**src/rtl/reg_file_port_master.sv**
```systemverilog
// Command-driven initiator for the register file: LOAD streams bytes into consecutive
// registers, DUMP reads register pairs through both read ports and streams them out.
module reg_file_port_master #(
    parameter int DATA_WIDTH = 8,
    parameter int ADDR_WIDTH = 3,
    parameter int READ_WAIT  = 1
) (
    input  logic                  CLK,
    input  logic                  RESET,
    input  logic                  CMD_VALID,
    output logic                  CMD_READY,
    input  logic                  CMD_OP,
    input  logic [ADDR_WIDTH-1:0] CMD_BASE,
    input  logic [ADDR_WIDTH:0]   CMD_COUNT,
    input  logic                  S_VALID,
    output logic                  S_READY,
    input  logic [DATA_WIDTH-1:0] S_DATA,
    output logic                  M_VALID,
    input  logic                  M_READY,
    output logic [DATA_WIDTH-1:0] M_DATA,
    output logic [DATA_WIDTH-1:0] RF_IN,
    output logic [ADDR_WIDTH-1:0] RF_INADDRESS,
    output logic                  RF_WRITE,
    output logic [ADDR_WIDTH-1:0] RF_OUT1ADDRESS,
    output logic [ADDR_WIDTH-1:0] RF_OUT2ADDRESS,
    input  logic [DATA_WIDTH-1:0] RF_OUT1,
    input  logic [DATA_WIDTH-1:0] RF_OUT2,
    output logic                  BUSY,
    output logic                  DONE
);

    localparam int NUM_REGS = 2 ** ADDR_WIDTH;
    localparam logic [ADDR_WIDTH:0] NUM_REGS_CNT = (ADDR_WIDTH + 1)'(NUM_REGS);
    localparam int WAIT_W = $clog2(READ_WAIT + 2);

    typedef enum logic [2:0] {
        ST_IDLE,
        ST_LOAD,
        ST_LOAD_LAST,
        ST_DUMP_ADDR,
        ST_DUMP_WAIT,
        ST_DUMP_LO,
        ST_DUMP_HI,
        ST_FINISH
    } state_t;

    state_t                 state_reg, state_next;
    logic [ADDR_WIDTH-1:0]  idx_reg, idx_next;
    logic [ADDR_WIDTH:0]    rem_reg, rem_next;
    logic [WAIT_W-1:0]      wait_reg, wait_next;
    logic [DATA_WIDTH-1:0]  lo_reg, lo_next;
    logic [DATA_WIDTH-1:0]  hi_reg, hi_next;
    logic [DATA_WIDTH-1:0]  rf_in_reg, rf_in_next;
    logic [ADDR_WIDTH-1:0]  rf_inaddr_reg, rf_inaddr_next;
    logic                   rf_write_reg, rf_write_next;
    logic [ADDR_WIDTH:0]    count_clamped;
    logic                   dump_rd;

    assign count_clamped = (CMD_COUNT > NUM_REGS_CNT) ? NUM_REGS_CNT : CMD_COUNT;

    always_ff @(posedge CLK or negedge RESET) begin
        if (!RESET) begin
            state_reg     <= ST_IDLE;
            idx_reg       <= '0;
            rem_reg       <= '0;
            wait_reg      <= '0;
            lo_reg        <= '0;
            hi_reg        <= '0;
            rf_in_reg     <= '0;
            rf_inaddr_reg <= '0;
            rf_write_reg  <= 1'b0;
        end else begin
            state_reg     <= state_next;
            idx_reg       <= idx_next;
            rem_reg       <= rem_next;
            wait_reg      <= wait_next;
            lo_reg        <= lo_next;
            hi_reg        <= hi_next;
            rf_in_reg     <= rf_in_next;
            rf_inaddr_reg <= rf_inaddr_next;
            rf_write_reg  <= rf_write_next;
        end
    end

    always_comb begin
        state_next     = state_reg;
        idx_next       = idx_reg;
        rem_next       = rem_reg;
        wait_next      = wait_reg;
        lo_next        = lo_reg;
        hi_next        = hi_reg;
        rf_in_next     = rf_in_reg;
        rf_inaddr_next = rf_inaddr_reg;
        rf_write_next  = 1'b0;
        case (state_reg)
            ST_IDLE: begin
                if (CMD_VALID) begin
                    idx_next = CMD_BASE;
                    rem_next = count_clamped;
                    if (count_clamped == '0)
                        state_next = ST_FINISH;
                    else if (!CMD_OP)
                        state_next = ST_LOAD;
                    else
                        state_next = ST_DUMP_ADDR;
                end
            end
            ST_LOAD: begin
                // The write is registered, so it lands one cycle after the beat.
                if (S_VALID) begin
                    rf_write_next  = 1'b1;
                    rf_in_next     = S_DATA;
                    rf_inaddr_next = idx_reg;
                    idx_next       = idx_reg + 1'b1;
                    rem_next       = rem_reg - 1'b1;
                    if (rem_reg == (ADDR_WIDTH + 1)'(1))
                        state_next = ST_LOAD_LAST;
                end
            end
            ST_LOAD_LAST: state_next = ST_FINISH;
            ST_DUMP_ADDR: begin
                wait_next  = '0;
                state_next = ST_DUMP_WAIT;
            end
            ST_DUMP_WAIT: begin
                if (int'(wait_reg) + 1 >= READ_WAIT) begin
                    lo_next    = RF_OUT1;
                    hi_next    = RF_OUT2;
                    state_next = ST_DUMP_LO;
                end else begin
                    wait_next = wait_reg + WAIT_W'(1);
                end
            end
            ST_DUMP_LO: begin
                if (M_READY) begin
                    rem_next   = rem_reg - 1'b1;
                    state_next = (rem_reg == (ADDR_WIDTH + 1)'(1)) ? ST_FINISH : ST_DUMP_HI;
                end
            end
            ST_DUMP_HI: begin
                if (M_READY) begin
                    rem_next   = rem_reg - 1'b1;
                    idx_next   = idx_reg + ADDR_WIDTH'(2);
                    state_next = (rem_reg == (ADDR_WIDTH + 1)'(1)) ? ST_FINISH : ST_DUMP_ADDR;
                end
            end
            ST_FINISH: state_next = ST_IDLE;
            default:   state_next = ST_IDLE;
        endcase
    end

    // Read addresses only leave zero while a pair is being fetched; idx is frozen there.
    assign dump_rd        = (state_reg == ST_DUMP_ADDR) || (state_reg == ST_DUMP_WAIT);
    assign RF_OUT1ADDRESS = dump_rd ? idx_reg : '0;
    assign RF_OUT2ADDRESS = dump_rd ? (idx_reg + 1'b1) : '0;

    assign CMD_READY    = (state_reg == ST_IDLE);
    assign BUSY         = (state_reg != ST_IDLE);
    assign DONE         = (state_reg == ST_FINISH);
    assign S_READY      = (state_reg == ST_LOAD);
    assign M_VALID      = (state_reg == ST_DUMP_LO) || (state_reg == ST_DUMP_HI);
    assign M_DATA       = (state_reg == ST_DUMP_LO) ? lo_reg :
                          (state_reg == ST_DUMP_HI) ? hi_reg : '0;
    assign RF_IN        = rf_in_reg;
    assign RF_INADDRESS = rf_inaddr_reg;
    assign RF_WRITE     = rf_write_reg;

endmodule

```
**config.mk**
```make
export PLATFORM = sky130hd
export DESIGN_NAME = reg_file_port_master
export DESIGN_NICKNAME = d
export VERILOG_FILES = /design/src/rtl/reg_file_port_master.sv
export SDC_FILE = /design/constraint.sdc
export NUM_CORES = 1
export LEC_CHECK = 0
export BUFFER_PORTS_ARGS = -buffer_cell sky130_fd_sc_hd__buf_2
export CORE_ASPECT_RATIO = 1.4
export CORE_UTILIZATION = 40
export CTS_BUF_LIST = sky130_fd_sc_hd__clkbuf_16
export CTS_CLUSTER_SIZE = 16
export DETAILED_ROUTE_END_ITERATION = 12
export GPL_TIMING_DRIVEN = 0
export PLACE_DENSITY = 0.65
export SYNTH_ARGS = -nofsm -noshare
export SYNTH_HDL_FRONTEND = slang
export SYNTH_SLANG_ARGS = --single-unit
```
**constraint.sdc**
```tcl
create_clock -name CLK -period 2.1 [get_ports CLK]
set_input_delay 0.105 -clock CLK [delete_from_list [all_inputs] [get_ports CLK]]
set_output_delay 0.105 -clock CLK [all_outputs]
set_load 0.01 [all_outputs]
```
==> flow_summary.toml <==
[run_status]
status = "finished, final reports clean"

[clock_network]
ctsLongestPathBuffers = 2
clk_pin_slew_ps = 60
clock_sinks = 38
cts_tree = "built"
cts.htree.levels = 2
cts_root_buf = "clkbuf_16"
cts_inserted_buffers = 5
insertion_delay_ps = 280
cts_setup_buffers = 0

[setup_path]
crit_type = "reg -> out"
crit_path_max_fanout = 10
crit_start = "state_reg[0]"
start_kind = "flip-flop"
r2r-start = "state_reg[2]"
crit_family = "simple AND/OR/NAND/NOR gates"
cp_data_arrival_time_ps = 1730
critPathRequiredTime_ps = 2000
cp-end-kind = "primary output"
critPathMaxStageDelay_ps = 460
cp_cell_sequence = "buf_2 > nand2_1 > or2_1 > nor2b_1 > nor2_1 > buf_2"
critPathSlowestCell = "dfrtp_1"
cp_num_buf_inv = 2
crit_path_frequent_cell = "buf_2"

[logic_synthesis]
seq_area_frac_synth = 0.471
syn_avg_cell_area_um2 = 10.9
ys.warnings.count = 0
yosys_register_bits = 38
yosysMostFrequentCell = "dfrtp_1"
synth_top_area_frac = 0.471
syn_area_um2 = 2020
synth_edf_count = 0
synthTopCellsByArea = "dfrtp_1 47%, mux2_1 16%, a22oi_1 4.1%"
ys_top_cells_by_count = "38 x dfrtp_1, 28 x mux2_1, 11 x a22oi_1, 11 x nor2b_1, 10 x nor2_1"
syn_inst = 186
yosys.cell_types.count = 43
yosysTopAreaCell = "dfrtp_1"
synth_flop_cell = "dfrtp_1"
synth_fp_nets = 226
ys_async_sr_fraction = 1.00

[grt]
antenna_found_initial = 0
use_met2 = 0.303
met1_usage = 0.213
grt_pass1_wl_um = 6930
grt_max_degree = 39
grt_pass1_vias = 1537
grt.met3_usage = 0.0377
grt_usage = 0.177
top_usage_layer = "met2"
overflow = 0

[routing]
vias = 1625
postRouteAntennaNets = 0
firstDrtPassIters = 4
drc_errors = 0
postRouteWirelength_um = 4230
viasPerCell = 4.98
drt_iter0_markers = 34
wire_per_inst_um = 13.0

[power_and_ir_drop]
power_density_nw_per_um2 = 1590
vdd_ir_drop_max_uv = 862
power_mw = 4.19
p_leak_nw = 1.30

[min_path]
hp-class = "in -> reg"
hold_start = "RF_OUT1[2]"

[timing]
fin_crit_ps = 1840
setup_violations = 0
clock_skew_ps = 4.77
post-route-period-util = 0.874
finalHoldViolCount = 0
relSlewSlack = 0.452
fin_setup_tns_ps = 0
drv_slew = 0
rsz0062_at_grt = "no"
worst_pin_slew_ps = 822
max_freq_ghz = 0.545

[die]
core_area_um2 = 4840
fp.dieH_um = 86.0
io_pins = 68
fp-row-count = 30
dieArea_um2 = 5340
start_util = 0.417
die_x_um = 62.0

[finish]
fillers = 443
regArea_um2 = 951
multi_input_area_um2 = 970
drive_gt1_frac = 0.340
syn_to_final_growth_pct = 30.4
layout.nets = 301
diodes = 0

[place]
portBuffers = 67
place.gp.congestion = 0.850
dpl.hpwl_um = 3180

[run]
maxCapViolCount = 0
## cells in the final DEF, fill, tap and decap left out, drive strengths merged, types with 4 or more instances in the layout
cell / count
a21oi: 4
a22oi: 11
and2: 4
buf: 76
clkbuf: 6
dfrtp: 38
inv: 10
mux2: 29
mux2i: 4
nand2: 7
nand2b: 4
nor2: 12
nor2b: 12
o21ai: 8
o22ai: 5
## cells by family after synthesis
| family | count (synthesis) | share of synthesized area |
|---|---|---|
| xor gates and xnor gates | 3 | 0.0130 |
| muxes | 33 | 0.182 |
| buffers and inverters | 20 | 0.0484 |
| AOI/OAI and AO/OA | 37 | 0.122 |
| adders and majority gates | 3 | 0.0186 |
| and+or+nand+nor | 52 | 0.146 |
| DFF | 38 | 0.471 |
## through the flow
| step | instance area, um2 | setup slack [ps] | hold WS [ps] | instances | util |
|---|---|---|---|---|---|
| 2_1_floorplan | 2020 | 588 | -191 | 186 | - |
| 3_3_place_gp | 2430 | 371 | 265 | 317 | 0.503 |
| 3_5_place_dp | 2430 | 355 | 254 | 317 | 0.503 |
| 4_1_cts | 2630 | 250 | 37.6 | 326 | 0.544 |
| 5_1_grt | 2630 | 79.0 | 39.2 | 326 | 0.544 |
| 6_report | 2630 | 264 | 40.9 | 326 | 0.544 |
## cell type report
cell class                      instances  area share
Buffer                                 10      0.0228
Clock inverter                          3      0.0242
Clock buffer                            5      0.0475
Timing Repair Buffer                   68       0.131
Multi-Input combinational cell        128       0.368
Sequential cell                        38       0.361
Tap cell                               64      0.0304
Inverter                               10      0.0143
## path summary, 6_finish.rpt
kind | slack (ps) | depth (start not counted) | to
min in group asynchronous | 470 | 2 | RF_IN[1]
worst max-delay path | 260 | 6 | RF_OUT2ADDRESS[2]
worst max register to register | 340 | 5 | RF_IN[4]
worst min register to register | 480 | 1 | RF_INADDRESS[2]
max in group asynchronous | 1120 | 2 | RF_INADDRESS[2]
worst min-delay path | 40 | 2 | lo_reg[2]
## per-layer routing
metal | up-vias | wire (um)
met3 | 4 | 159
met1 | 768 | 1830
li1 | 811 | -
met4 | 0 | 54
met2 | 42 | 2190
met5 | - | 0
## where the power goes
part           switching [mW]  total, mW  internal (mW)
sequential              0.234       1.34           1.11
combinational           0.993       1.89          0.902
clock                   0.282      0.958          0.676
total                    1.51       4.19           2.68
## timing repair
action / in CTS / in global routing
setup endpoints to repair: 0 / 0
endpoints found under the hold margin: 38 / 0
gates resized for setup: 0 / 0
hold buffers: 1 / 0
Power figures use the tool's default switching activity.
